$ cat src/rtl/frogger_pkg.sv
// Shared definitions for the Frogger obstacle engine: FSM encoding, tile geometry
// and the initial car placement rule.
package frogger_pkg;

    typedef enum logic [1:0] {
        ST_IDLE    = 2'd0,
        ST_RUNNING = 2'd1,
        ST_HIT     = 2'd2
    } state_t;

    localparam int TILE_W            = 6;
    localparam int PF_GAME_WIDTH     = 14;
    localparam int PF_GAME_HEIGHT    = 15;
    localparam int PF_FIRST_LANE_ROW = 7;
    localparam int PF_NUM_LANES      = 5;
    localparam int PF_LAST_LANE_ROW  = PF_FIRST_LANE_ROW + PF_NUM_LANES - 1;

    // Cars are spread evenly across the lane, and each lane is skewed by 3 tiles.
    function automatic logic [TILE_W-1:0] car_init_x(input int car, input int lane,
                                                     input int width, input int cars);
        return TILE_W'((car * (width / cars) + 3 * lane) % width);
    endfunction

endpackage

$ cat src/rtl/frogger_lane.sv
// One road lane: step counter, car X registers with wrap-around, and tile match
// outputs used by the top for drawing and collision.
module frogger_lane
    import frogger_pkg::*;
#(
    parameter int CARS       = 2,
    parameter int GAME_WIDTH = 14,
    parameter int LANE       = 0,
    parameter bit DIR_LEFT   = 1'b0,
    parameter int CNT_W      = 5
) (
    input  logic              clk,
    input  logic              rst,
    input  logic              reload,
    input  logic              clr_cnt,
    input  logic              step_tick,
    input  logic [CNT_W-1:0]  period,
    input  logic [TILE_W-1:0] draw_col,
    input  logic [TILE_W-1:0] frog_x,
    output logic              draw_match,
    output logic              frog_match
);

    localparam logic [TILE_W-1:0] X_MAX = TILE_W'(GAME_WIDTH - 1);

    logic [CNT_W-1:0]  cnt_q, cnt_d, period_m1;
    logic [TILE_W-1:0] car_x_q [CARS];
    logic [TILE_W-1:0] car_x_d [CARS];

    function automatic logic [TILE_W-1:0] next_x(input logic [TILE_W-1:0] x);
        if (DIR_LEFT)
            return (x == '0) ? X_MAX : x - TILE_W'(1);
        else
            return (x == X_MAX) ? '0 : x + TILE_W'(1);
    endfunction

    assign period_m1 = period - CNT_W'(1);

    // ">=" also covers a period that shrank below the current count.
    always_comb begin
        cnt_d   = cnt_q;
        car_x_d = car_x_q;
        if (reload) begin
            cnt_d = '0;
            for (int k = 0; k < CARS; k++)
                car_x_d[k] = car_init_x(k, LANE, GAME_WIDTH, CARS);
        end else if (clr_cnt) begin
            cnt_d = '0;
        end else if (step_tick) begin
            if (cnt_q >= period_m1) begin
                cnt_d = '0;
                for (int k = 0; k < CARS; k++)
                    car_x_d[k] = next_x(car_x_q[k]);
            end else begin
                cnt_d = cnt_q + CNT_W'(1);
            end
        end
    end

    always_ff @(posedge clk or posedge rst) begin
        if (rst) begin
            cnt_q <= '0;
            for (int k = 0; k < CARS; k++)
                car_x_q[k] <= car_init_x(k, LANE, GAME_WIDTH, CARS);
        end else begin
            cnt_q   <= cnt_d;
            car_x_q <= car_x_d;
        end
    end

    always_comb begin
        draw_match = 1'b0;
        frog_match = 1'b0;
        for (int k = 0; k < CARS; k++) begin
            if (car_x_q[k] == draw_col) draw_match = 1'b1;
            if (car_x_q[k] == frog_x)   frog_match = 1'b1;
        end
    end

endmodule

$ cat src/rtl/frogger_traffic_engine.sv
// Obstacle engine: per-lane car movement, level-scaled step period, hit detection
// with a post-hit freeze, and a registered car-draw output.
module frogger_traffic_engine
    import frogger_pkg::*;
#(
    parameter int                   NUM_LANES      = PF_NUM_LANES,
    parameter int                   CARS_PER_LANE  = 2,
    parameter int                   GAME_WIDTH     = PF_GAME_WIDTH,
    parameter int                   FIRST_LANE_ROW = PF_FIRST_LANE_ROW,
    parameter logic [NUM_LANES-1:0] LANE_DIR       = NUM_LANES'(5'b01010),
    parameter int                   BASE_FRAMES    = 16,
    parameter int                   SPEEDUP_STEP   = 2,
    parameter int                   MIN_FRAMES     = 2,
    parameter int                   HIT_FRAMES     = 30
) (
    input  logic       i_Clk,
    input  logic       i_Rst,
    input  logic       i_Frame_Tick,
    input  logic       i_Enable,
    input  logic [3:0] i_Level,
    input  logic [4:0] i_Col_Count_Div,
    input  logic [4:0] i_Row_Count_Div,
    input  logic [5:0] i_Frogger_X,
    input  logic [5:0] i_Frogger_Y,
    output logic       o_Draw_Car,
    output logic       o_Collided,
    output logic       o_Hit_Active
);

    localparam int                CNT_W    = $clog2(BASE_FRAMES + 1);
    localparam int                HCNT_W   = $clog2(HIT_FRAMES + 1);
    localparam logic [HCNT_W-1:0] HIT_LAST = HCNT_W'(HIT_FRAMES - 1);

    // Signed so that high levels go negative and clamp instead of wrapping.
    function automatic logic [CNT_W-1:0] sat_period(input logic [3:0] level);
        logic signed [11:0] base_s, step_s, lvl_s, min_s, raw_s;
        base_s = 12'(BASE_FRAMES);
        step_s = 12'(SPEEDUP_STEP);
        min_s  = 12'(MIN_FRAMES);
        lvl_s  = signed'({8'd0, level});
        raw_s  = base_s - lvl_s * step_s;
        if (raw_s < min_s) raw_s = min_s;
        return raw_s[CNT_W-1:0];
    endfunction

    state_t              state_q, state_d;
    logic [HCNT_W-1:0]   hit_cnt_q, hit_cnt_d;
    logic                collided_q, collided_d;
    logic                hit_active_q, hit_active_d;
    logic                draw_q, draw_d;
    logic                reload, clr_cnt, step_tick, hit_w;
    logic [CNT_W-1:0]    period;
    logic [TILE_W-1:0]   col_ext, row_ext;
    logic [NUM_LANES-1:0] lane_draw, lane_frog;

    assign period  = sat_period(i_Level);
    assign col_ext = TILE_W'(i_Col_Count_Div);
    assign row_ext = TILE_W'(i_Row_Count_Div);

    for (genvar l = 0; l < NUM_LANES; l++) begin : g_lane
        frogger_lane #(
            .CARS       (CARS_PER_LANE),
            .GAME_WIDTH (GAME_WIDTH),
            .LANE       (l),
            .DIR_LEFT   (LANE_DIR[l]),
            .CNT_W      (CNT_W)
        ) u_lane (
            .clk        (i_Clk),
            .rst        (i_Rst),
            .reload     (reload),
            .clr_cnt    (clr_cnt),
            .step_tick  (step_tick),
            .period     (period),
            .draw_col   (col_ext),
            .frog_x     (i_Frogger_X),
            .draw_match (lane_draw[l]),
            .frog_match (lane_frog[l])
        );
    end

    // Matches use the current car registers, i.e. positions before any step this cycle.
    always_comb begin
        hit_w  = 1'b0;
        draw_d = 1'b0;
        for (int l = 0; l < NUM_LANES; l++) begin
            if (i_Frogger_Y == TILE_W'(FIRST_LANE_ROW + l) && lane_frog[l]) hit_w  = 1'b1;
            if (row_ext == TILE_W'(FIRST_LANE_ROW + l) && lane_draw[l])     draw_d = 1'b1;
        end
        if (col_ext >= TILE_W'(GAME_WIDTH)) draw_d = 1'b0;
    end

    always_comb begin
        state_d    = state_q;
        hit_cnt_d  = hit_cnt_q;
        collided_d = 1'b0;
        reload     = 1'b0;
        clr_cnt    = 1'b0;
        step_tick  = 1'b0;
        if (!i_Enable) begin
            state_d = ST_IDLE;
        end else begin
            case (state_q)
                ST_IDLE: begin
                    state_d = ST_RUNNING;
                    reload  = 1'b1;
                end
                ST_RUNNING: begin
                    if (hit_w) begin
                        state_d    = ST_HIT;
                        collided_d = 1'b1;
                        hit_cnt_d  = '0;
                    end else if (i_Frame_Tick) begin
                        step_tick = 1'b1;
                    end
                end
                ST_HIT: begin
                    if (i_Frame_Tick) begin
                        if (hit_cnt_q == HIT_LAST) begin
                            state_d   = ST_RUNNING;
                            clr_cnt   = 1'b1;
                            hit_cnt_d = '0;
                        end else begin
                            hit_cnt_d = hit_cnt_q + HCNT_W'(1);
                        end
                    end
                end
                default: state_d = ST_IDLE;
            endcase
        end
        hit_active_d = (state_d == ST_HIT);
    end

    always_ff @(posedge i_Clk or posedge i_Rst) begin
        if (i_Rst) begin
            state_q      <= ST_IDLE;
            hit_cnt_q    <= '0;
            collided_q   <= 1'b0;
            hit_active_q <= 1'b0;
            draw_q       <= 1'b0;
        end else begin
            state_q      <= state_d;
            hit_cnt_q    <= hit_cnt_d;
            collided_q   <= collided_d;
            hit_active_q <= hit_active_d;
            draw_q       <= draw_d;
        end
    end

    assign o_Draw_Car   = draw_q;
    assign o_Collided   = collided_q;
    assign o_Hit_Active = hit_active_q;

endmodule
$ cat config.mk
export PLATFORM = sky130hd
export DESIGN_NAME = frogger_traffic_engine
export DESIGN_NICKNAME = d
export VERILOG_FILES = /design/src/rtl/frogger_pkg.sv /design/src/rtl/frogger_lane.sv /design/src/rtl/frogger_traffic_engine.sv
export SDC_FILE = /design/constraint.sdc
export NUM_CORES = 1
export LEC_CHECK = 0
export CAP_MARGIN = 15
export CORE_ASPECT_RATIO = 1.2
export CORE_MARGIN = 10
export CORE_UTILIZATION = 56
export DETAILED_ROUTE_END_ITERATION = 8
export PLACE_DENSITY = 0.77
export SLEW_MARGIN = 20
export SYNTH_ARGS = -nofsm -noshare
export SYNTH_HDL_FRONTEND = slang
export SYNTH_HIERARCHICAL = 1
export SYNTH_SLANG_ARGS = --single-unit
$ cat constraint.sdc
create_clock -name i_Clk -period 3.6 [get_ports i_Clk]
set_input_delay 0.54 -clock i_Clk [delete_from_list [all_inputs] [get_ports i_Clk]]
set_output_delay 0.54 -clock i_Clk [all_outputs]
set_load 0.02 [all_outputs]
==> results.py, run 1 <==
metrics = {
    "logic_synthesis": {
        "yosys.area_share.adder": 0.0879,
        "synth_compound_area_frac": 0.170,
        "synth_area_mm2": 0.00797,
        "synth_top_family_by_area": "simple AND/OR/NAND/NOR gates",
        "syn_avg_cell_area_um2": 8.77,
        "synth.largest_area_cell": "dfrtp_1",
        "ys_seq_elements": 95,
        "yosysMostFrequentCell": "xnor2_1",
        "yosysTopAreaCellShare": 0.239,
        "ys_seq_area_frac": 0.301,
        "synth-edff-count": 0,
        "synth_commonest_cells": "xnor2_1, dfrtp_1, nand2_1",
        "synth-warning-count": 6,
        "synthMuxAreaShare": 0.00942,
        "synth_cells": 909,
        "yosysUniqueCellTypes": 81,
        "synth_simple_gate_area_share": 0.229,
        "synth_xor_area_frac": 0.151,
        "ys_top_cells_by_area": "dfrtp_1, xnor2_1, ha_1",
        "dominantRegCellSynth": "dfrtp_1",
        "async_flop_share": 1.00,
    },
    "drt": {
        "vias_per_cell": 5.94,
        "wire_per_inst_um": 16.2,
        "drc_errors": 0,
        "vias": 7076,
        "routed_wl_um": 19300,
        "ant_nets": 0,
        "firstDrtPassIters": 5,
        "drt_iter0_markers": 471,
    },
    "worst_setup_path": {
        "cp.required_ns": 3.89,
        "rrSetupSlack_ns": 0.44,
        "path_class": "input pin to flop",
        "critPathArrivalTime_ns": 3.75,
        "end_kind": "flop",
        "cp_max_fo": 20,
        "crit_path_start_kind": "input pin",
    },
    "floorplanning": {
        "fp.dieArea_mm2": 0.0194,
        "start_util": 0.574,
        "pin_count": 33,
        "die_x_um": 129,
        "core_area_mm2": 0.0139,
        "rows": 47,
        "die_h_um": 151,
    },
    "cells_and_area": {
        "final_area_mm2": 0.00956,
        "antenna_cells": 0,
        "fill_cells": 1105,
        "final_util": 0.689,
        "areaGrowthSynthToFinish_pct": 20.0,
        "final_layout_size_suffix_gt1_frac": 0.181,
        "fin_nets": 1102,
    },
    "grt": {
        "grt_pass1_wl_um": 33100,
        "globalRouteMet1Util": 0.253,
        "grt_use_total": 0.207,
        "grt_overflow": 0,
        "grt_pass1_vias": 6846,
        "grt_util_met3": 0.0348,
        "busiest_layer": "met2",
        "grt_max_degree": 55,
        "antenna_found_initial": 0,
        "use_met2": 0.361,
    },
    "placement": {
        "gp_congestion": 0.874,
        "port_buffers": 32,
        "post-place-ws_ns": -0.470,
        "hpwl_um": 14200,
        "placed_area_mm2": 0.00913,
    },
    "timing": {
        "postLayoutSetupSlackWorst_ns": 0.134,
        "finalSetupTns_ns": 0,
        "fin_skew_ns": 0.00947,
        "hold_violations": 0,
        "worstMarginPinSlew_ns": 0.759,
        "slew_headroom": 0.487,
        "min_period_ns": 3.47,
        "post-route-period-util": 0.963,
        "drv_slew": 0,
        "final-setup-viol-count": 0,
        "fmaxAchievable_mhz": 288,
    },
    "pwr": {
        "irDropWorstVdd_v": 0.000249,
        "power.density_mw_per_mm2": 402,
        "power_leakage_uw": 0.00401,
    },
    "min_path": {
        "hp-class": "flop to flop",
    },
    "clock_tree": {
        "cts_hold_buf": 0,
        "cts_sinks": 95,
        "cts_tree": "yes",
        "clk_latency_ns": 0.36,
        "htree_levels": 3,
        "root_buffer": "clkbuf_16",
        "cts_made_buffers": 9,
        "clk_pin_slew_ns": 0.08,
        "cts_max_path_buffers": 2,
    },
    "flow_run": {
        "maxCapViolations": 0,
    },
    "outcome": {
        "status": "completed",
    },
}
[timing repair]
action                     4_1_cts  5_1_grt
setup endpoints to repair       30       29
resized for setup               10       14
setup buffers                    0        4
pin swaps                        4       13
cloned                           0        0
[routing by layer]
layer / part of all wire / vias up
li1: - / 3479
met1: 0.43 / 3403
met2: 0.51 / 158
met3: 0.044 / 36
met4: 0.021 / 0
met5: 0 / -
[cell usage in the layout, fill, tap and decap left out, types with 5 or more instances in the layout]
cell	count
ha_1	54
nand4_1	31
conb_1	20
nor3b_1	5
o211ai_1	9
xor2_1	24
or4_1	11
nand2_1	67
nor3_1	35
inv_1	49
nand3_1	32
buf_12	10
o21a_1	6
and2_1	6
nor4_1	5
a21oi_2	10
dfstp_2	19
a21o_1	5
dfrtp_1	76
nor2b_1	20
inv_6	5
a21oi_1	40
o32ai_1	10
o21ai_0	34
a311oi_1	8
or3_1	11
buf_4	78
a211oi_1	5
a31oi_1	10
xnor2_1	113
nor2_1	40
o31ai_1	8
nand2b_1	10
o311ai_0	9
a211o_1	5
and3_1	6
clkbuf_16	9
clkdlybuf4s50_1	29
[cells by family after synthesis]
family / Yosys count
and+or+nand+nor: 327
muxes: 6
DFF: 95
xor gates and xnor gates: 137
adders and majority gates: 56
other: 1
AOI/OAI and AO/OA: 192
buffers and inverters: 95
[worst paths after layout]
path / from / to / cells past startpoint
setup / recovery: i_Level[2] / g_lane[4].u_lane/car_x_q[10] / 16
hold / removal: g_lane[2].u_lane/cnt_q[4] / g_lane[2].u_lane/cnt_q[4] / 1
setup reg to reg: g_lane[0].u_lane/car_x_q[1] / g_lane[3].u_lane/car_x_q[10] / 14
hold reg to reg: g_lane[2].u_lane/cnt_q[4] / g_lane[2].u_lane/cnt_q[4] / 1
max in group asynchronous: i_Rst / g_lane[0].u_lane/cnt_q[4] / 2
min in group asynchronous: i_Rst / hit_cnt_q[2] / 2
[report_power, final]
part           internal (µW)  switching, µW
logic                    711            664
clock network            553            467
registers               1220            223
total                   2490           1350
[state kept, by name (all words and copies together), names as in the netlist]
| signal | cells |
|---|---|
| o_Hit_Active | 1 |
| o_Draw_Car | 1 |
| o_Collided | 1 |
| state_q | 2 |
| hit_cnt_q | 5 |
| g_lane.u_lane/car_x_q | 60 |
| g_lane.u_lane/cnt_q | 25 |
[metrics by stage]
step	instances	total power [µW]	hold slack [ns]
2_1_floorplan	928	2290	0.380
3_3_place_gp	1172	2730	0.504
3_5_place_dp	1172	2770	0.517
4_1_cts	1188	3800	0.524
5_1_grt	1192	4100	0.562
6_report	1192	3840	0.524
[critical path: stages]
cell and delay, ns:
clkdlybuf4s50_1 0.41, nand2b_4 0.15, nor3_1 0.13, a21oi_1 0.07
o2111ai_2 0.34, inv_1 0.08, ha_1 0.20, nor3b_1 0.14
xnor2_1 0.17, ha_1 0.34, and2_4 0.15, o21a_1 0.16
a21oi_2 0.06, buf_12 0.15, or4_1 0.50, a21oi_1 0.15
[cell type report]
class,count,area [µm²],share of cell area
flip-flops and latches,95,2400,0.251
clock buffers,9,225,0.0236
multi-input cells,738,5330,0.558
repair buffers,121,1120,0.117
well taps,171,214,0.0224
clock inverters,7,82.6,0.00864
inverters,51,191,0.0200
No activity file was read; power rests on OpenSTA's default activity.
==> inputs of run 2 (changes only) <==
--- a/config.mk
+++ b/config.mk
@@ -6,5 +6,4 @@
 export NUM_CORES = 1
 export LEC_CHECK = 0
-export CAP_MARGIN = 15
 export CORE_ASPECT_RATIO = 1.2
 export CORE_MARGIN = 10
@@ -12,4 +11,5 @@
 export DETAILED_ROUTE_END_ITERATION = 8
 export PLACE_DENSITY = 0.77
+export SKIP_CTS_REPAIR_TIMING = 1
 export SLEW_MARGIN = 20
 export SYNTH_ARGS = -nofsm -noshare
==> constraint.sdc (replaced) <==
create_clock -name i_Clk -period 3.6 [get_ports i_Clk]
set_input_delay 0.54 -clock i_Clk [delete_from_list [all_inputs] [get_ports i_Clk]]
set_output_delay 0.54 -clock i_Clk [all_outputs]
set_load 0.05 [all_outputs]
==> run 2 against run 1 <==
Compared with the run above:
- global-route usage down 0.059 points
- die area unchanged
- non-clock buffer count is 3 lower
- maximum frequency up 0.45%
- core utilization fell by 0.14 points
- clock-buffer cell count unchanged
- worst hold slack better by 0.0041 ns
- highest routed layer unchanged
- sequential share of layout area barely moved
- first-iteration DRC count increased by 7.2%
==> results.py, run 2 (synthesis gave the netlist of run 1 again) <==
metrics = {
    "clock_tree": {
        "cts_max_path_buffers": 2,
        "clk_latency_ns": 0.36,
        "htree_levels": 3,
        "cts_sinks": 95,
        "cts_made_buffers": 9,
        "clk_pin_slew_ns": 0.07,
        "cts_tree": "yes",
        "root_buffer": "clkbuf_16",
    },
    "timing": {
        "post-route-period-util": 0.959,
        "fmaxAchievable_mhz": 290,
        "hold_violations": 0,
        "final-setup-viol-count": 0,
        "slew_headroom": 0.482,
        "worstMarginPinSlew_ns": 0.777,
        "drv_slew": 0,
        "min_period_ns": 3.45,
        "fin_skew_ns": 0.00800,
    },
    "worst_setup_path": {
        "reg2reg_depth": 14,
        "cp_num_buf_inv": 3,
        "critPathSlowestCell": "or4_1",
        "cp_max_fo": 15,
        "path_class": "input pin to flop",
        "rrSetupSlack_ns": 0.45,
        "r2r_start": "g_lane[0].u_lane/car_x_q[1]",
        "r2r_end": "g_lane[3].u_lane/car_x_q[10]",
        "cp_cell_sequence": "clkdlybuf4s50_1 > nand2b_4 > nor3_2 > a21oi_1 > o2111ai_2 > inv_1 > ha_1 > nor3b_2 > xnor2_1 > ha_1 > a21o_1 > nor2b_4 > a21oi_2 > buf_12 > or4_1 > a21oi_1",
        "end_kind": "flop",
        "critPathMaxStageDelay_ns": 0.49,
        "crit_path_start_kind": "input pin",
        "cp.required_ns": 3.88,
        "critPathArrivalTime_ns": 3.73,
        "cp_top_family": "simple AND/OR/NAND/NOR gates",
    },
    "min_path": {
        "worstHoldEndpoint": "g_lane[2].u_lane/cnt_q[4]",
        "min_path_cells": 1,
        "hp-class": "flop to flop",
        "min-delay-start": "g_lane[2].u_lane/cnt_q[4]",
    },
    "drt": {
        "routed_wl_um": 19400,
        "ant_nets": 0,
        "wire_per_inst_um": 16.3,
        "drt_iter0_markers": 505,
        "firstDrtPassIters": 4,
        "vias_per_cell": 5.97,
        "drc_errors": 0,
        "vias": 7095,
    },
    "cells_and_area": {
        "final_layout_size_suffix_gt1_frac": 0.177,
        "largest_register_ffs": 60,
        "fill_cells": 1107,
        "regMostFlops": "g_lane.u_lane/car_x_q",
        "final_common_cell": "xnor2_1",
        "final_cells": 1189,
        "antenna_cells": 0,
        "final_cell_mix": "xnor2_1, dfrtp_1, buf_4, nand2_1, ha_1",
        "areaGrowthSynthToFinish_pct": 19.8,
        "reg.largest.list": "g_lane.u_lane/car_x_q (60), g_lane.u_lane/cnt_q (25), hit_cnt_q (5)",
        "fin_nets": 1099,
        "final_area_mm2": 0.00954,
    },
    "floorplanning": {
        "fp.dieArea_mm2": 0.0194,
        "die_h_um": 151,
        "rows": 47,
        "start_util": 0.574,
        "core_area_mm2": 0.0139,
        "pin_count": 33,
        "die_x_um": 129,
    },
    "flow_run": {
        "maxCapViolations": 0,
    },
    "grt": {
        "grt_pass1_vias": 6810,
        "antenna_found_initial": 0,
        "grt_max_degree": 55,
        "grt_use_total": 0.207,
        "grt_overflow": 0,
        "grt_pass1_wl_um": 33000,
    },
    "pwr": {
        "power.density_mw_per_mm2": 399,
        "power_leakage_uw": 0.00402,
        "irDropWorstVdd_v": 0.000248,
    },
    "placement": {
        "placed_area_mm2": 0.00913,
        "port_buffers": 32,
        "hpwl_um": 14200,
        "placed_cells": 1172,
        "gp_congestion": 0.874,
    },
    "outcome": {
        "status": "completed",
    },
}
-- run 2: worst max-delay path by stage --
stage	startpoint	endpoint	cells past startpoint
finish	i_Level[2]	g_lane[0].u_lane/car_x_q[5]	16
global route	i_Frogger_X[4]	g_lane[3].u_lane/car_x_q[8]	16
CTS	i_Level[1]	g_lane[0].u_lane/car_x_q[5]	17
detailed placement	i_Level[1]	g_lane[1].u_lane/car_x_q[10]	18
global placement	i_Frogger_X[4]	g_lane[3].u_lane/car_x_q[10]	16
floorplan	i_Level[0]	g_lane[0].u_lane/car_x_q[10]	17
-- run 2: worst register-to-register path, cell delays in order, from the launching register on --
cell and delay, ns:
dfstp_2 0.63, xnor2_1 0.15, nand4_1 0.12, o32ai_1 0.25, and4b_1 0.24, o22ai_2 0.09
nor3_4 0.27, nor2_4 0.11, buf_4 0.21, and2b_1 0.19, o21ai_0 0.10, o21ai_2 0.10
buf_12 0.16, nand3_1 0.09, mux2_2 0.33
-- run 2: per-layer routing --
layer	share of wire	wire length [µm]	track usage	vias to the layer above
met4	0.019	375	0.0700	0
li1	-	-	-	3466
met3	0.039	755	0.0348	31
met5	0	0	0	-
met1	0.43	8370	0.253	3447
met2	0.51	9880	0.358	151
-- run 2: cell type report --
type | count | area, µm² | area share
Clock buffer | 9 | 225 | 0.0236
Timing Repair Buffer | 118 | 1100 | 0.115
Inverter | 51 | 191 | 0.0201
Multi-Input combinational cell | 738 | 5330 | 0.558
Clock inverter | 7 | 82.6 | 0.00865
Sequential cell | 95 | 2400 | 0.252
Tap cell | 171 | 214 | 0.0224
-- run 2: where the power goes --
part           switching (µW)  total, µW  internal, µW
registers                 226       1450          1220
clock network             467       1020           553
logic                     655       1340           684
total                    1350       3810          2460
-- run 2: through the flow --
stage          utilization  hold slack [ns]  total power, µW  setup slack, ns  setup TNS [ns]
5_1_grt              0.688            0.559             4070          -0.0192         -0.0514
4_1_cts              0.680            0.524             3800           -0.160           -1.69
2_1_floorplan            -            0.380             2300           0.0663               0
6_report             0.688            0.528             3810            0.149               0
3_3_place_gp         0.658            0.504             2730           -0.406          -22.10
3_5_place_dp         0.658            0.517             2770           -0.470          -26.27
==> inputs of run 3 (changes only) <==
CTS_CLUSTER_DIAMETER = 60   (was not set)
CTS_CLUSTER_SIZE = 24   (was not set)
GPL_TIMING_DRIVEN = 0   (was not set)
==> run 3 against run 2 <==
Compared with the run above:
- clock skew grew 0.0024 ns
- die area is the same
- critical endpoint is now g_lane[4].u_lane/car_x_q[4]
- routed wire length grew 1.7%
- sequential power shrank 3%
==> results.py, run 3 (synthesis gave the netlist of run 1 again) <==
metrics = {
    "cells_and_area": {
        "regMostFlops": "g_lane.u_lane/car_x_q",
        "final_layout_size_suffix_gt1_frac": 0.142,
        "final_common_cell": "xnor2_1",
        "final_cell_mix": "xnor2_1, dfrtp_1, nand2_1, ha_1, inv_1",
        "largest_register_ffs": 60,
        "reg.largest.list": "g_lane.u_lane/car_x_q (60), g_lane.u_lane/cnt_q (25), hit_cnt_q (5)",
        "fill_cells": 1124,
        "antenna_cells": 0,
        "areaGrowthSynthToFinish_pct": 15.1,
        "fin_nets": 1070,
    },
    "timing": {
        "drv_slew": 0,
        "post-route-period-util": 0.960,
        "hold_violations": 0,
        "slew_headroom": 0.439,
        "fmaxAchievable_mhz": 289,
        "worstMarginPinSlew_ns": 0.839,
        "min_period_ns": 3.45,
        "final-setup-viol-count": 0,
        "holdWs_ns": 0.527,
        "fin_skew_ns": 0.0104,
    },
    "worst_setup_path": {
        "cp.required_ns": 3.86,
        "cp_top_family": "simple AND/OR/NAND/NOR gates",
        "cp_cell_sequence": "dlymetal6s2s_1 > inv_2 > ha_4 > nand2b_4 > nor3_4 > a21oi_2 > o2111ai_4 > inv_1 > ha_2 > nor3b_1 > xnor2_1 > ha_1 > and2_4 > o21a_1 > a21oi_2 > buf_6 > or4_4 > a21oi_1",
        "path_class": "input pin to flop",
        "end_kind": "flop",
        "critPathMaxStageDelay_ns": 0.50,
        "cp_num_buf_inv": 4,
        "critPathSlowestCell": "or4_4",
        "crit_path_start_kind": "input pin",
        "cp_common_cell": "a21oi_2",
        "critPathArrivalTime_ns": 3.72,
        "cp_max_fo": 10,
        "rrSetupSlack_ns": 0.19,
    },
    "placement": {
        "hpwl_um": 13700,
        "port_buffers": 32,
        "gp_congestion": 0.857,
    },
    "grt": {
        "antenna_found_initial": 0,
        "grt_use_total": 0.203,
        "grt_pass1_vias": 6775,
        "grt_pass1_wl_um": 32700,
        "grt_overflow": 0,
        "grt_max_degree": 27,
    },
    "clock_tree": {
        "clk_pin_slew_ns": 0.06,
        "clk_latency_ns": 0.34,
        "htree_levels": 3,
        "cts_sinks": 95,
        "cts_max_path_buffers": 2,
        "cts_made_buffers": 9,
        "cts_tree": "yes",
        "root_buffer": "clkbuf_16",
    },
    "min_path": {
        "hp-class": "flop to flop",
    },
    "floorplanning": {
        "die_h_um": 151,
        "die_x_um": 129,
        "pin_count": 33,
        "core_area_mm2": 0.0139,
        "rows": 47,
        "fp.dieArea_mm2": 0.0194,
        "start_util": 0.574,
    },
    "pwr": {
        "power_leakage_uw": 0.00377,
        "irDropWorstVdd_v": 0.000299,
        "power.density_mw_per_mm2": 402,
        "power_uw": 3690,
    },
    "drt": {
        "vias_per_cell": 6.03,
        "routed_wl_um": 19700,
        "ant_nets": 0,
        "drc_errors": 0,
        "firstDrtPassIters": 5,
        "drt_iter0_markers": 463,
        "wire_per_inst_um": 17.0,
        "vias": 6998,
    },
    "flow_run": {
        "maxCapViolations": 0,
    },
    "outcome": {
        "status": "completed",
    },
}
## run 3: cell count changes in the layout (fill, tap and decap cells not counted), moves of 3 or more
| cell | previous run | this run |
|---|---|---|
| inv_6 | 5 | 0 |
| buf_2 | 0 | 9 |
| clkdlybuf4s50_1 | 29 | 22 |
| buf_4 | 75 | 16 |
| clkbuf_2 | 0 | 9 |
| clkbuf_1 | 0 | 20 |
| a21oi_4 | 0 | 3 |
| buf_6 | 1 | 8 |
| buf_12 | 10 | 0 |
## run 3: metrics by stage
step	std cells	utilization	area [µm²]	worst slack [ns]	TNS (ns)
floorplan	928	-	8050	0.0663	0
global placement	1131	0.618	8580	-1.53	-101.43
detailed placement	1134	0.621	8620	-1.11	-58.04
CTS	1150	0.644	8930	-0.750	-28.10
global route	1160	0.661	9170	-0.0307	-0.187
finish	1160	0.661	9170	0.145	0
## run 3: path summary, 6_finish.rpt
check,from,end,cells after the start
max,i_Level[1],g_lane[4].u_lane/car_x_q[4],18
min,g_lane[2].u_lane/cnt_q[4],g_lane[2].u_lane/cnt_q[4],1
max reg2reg,g_lane[3].u_lane/car_x_q[9],g_lane[2].u_lane/car_x_q[6],16
min reg2reg,g_lane[2].u_lane/cnt_q[4],g_lane[2].u_lane/cnt_q[4],1
max in group asynchronous,i_Rst,g_lane[2].u_lane/cnt_q[4],2
min in group asynchronous,i_Rst,hit_cnt_q[2],2
## run 3: area by class of cell
type	count	area [µm²]	area share
clock inverter	4	53.8	0.00587
inverter	51	191	0.0209
timing repair buffer	49	435	0.0475
buffer	40	219	0.0239
tap	171	214	0.0233
multi-input combinational	738	5400	0.589
sequential	95	2400	0.262
clock buffer	12	256	0.0280
## run 3: worst reg2reg max path, stage by stage, from the launching register on
cell      delay (ns)
dfstp_2         0.52
clkbuf_2        0.19
xnor2_1         0.09
nand4_1         0.11
o32ai_2         0.10
mux2_4          0.29
o22ai_2         0.28
nor3_4          0.09
nor2_4          0.19
buf_6           0.20
and2b_1         0.16
and3_1          0.23
a21oi_4         0.10
buf_6           0.16
buf_4           0.13
or3_1           0.36
a21oi_2         0.13
## run 3: power breakdown
| part | switching [µW] | internal, µW | leakage [µW] |
|---|---|---|---|
| clock network | 430 | 579 | 0.000145 |
| logic | 705 | 574 | 0.00239 |
| registers | 180 | 1220 | 0.00123 |
| total | 1310 | 2370 | 0.00377 |
## run 3: layer usage
layer / vias to the layer above / share of wire / global-route usage
met5: - / 0 / 0
met4: 0 / 0.021 / 0.0683
met3: 31 / 0.043 / 0.0359
met2: 166 / 0.48 / 0.343
met1: 3390 / 0.45 / 0.255
li1: 3411 / - / -
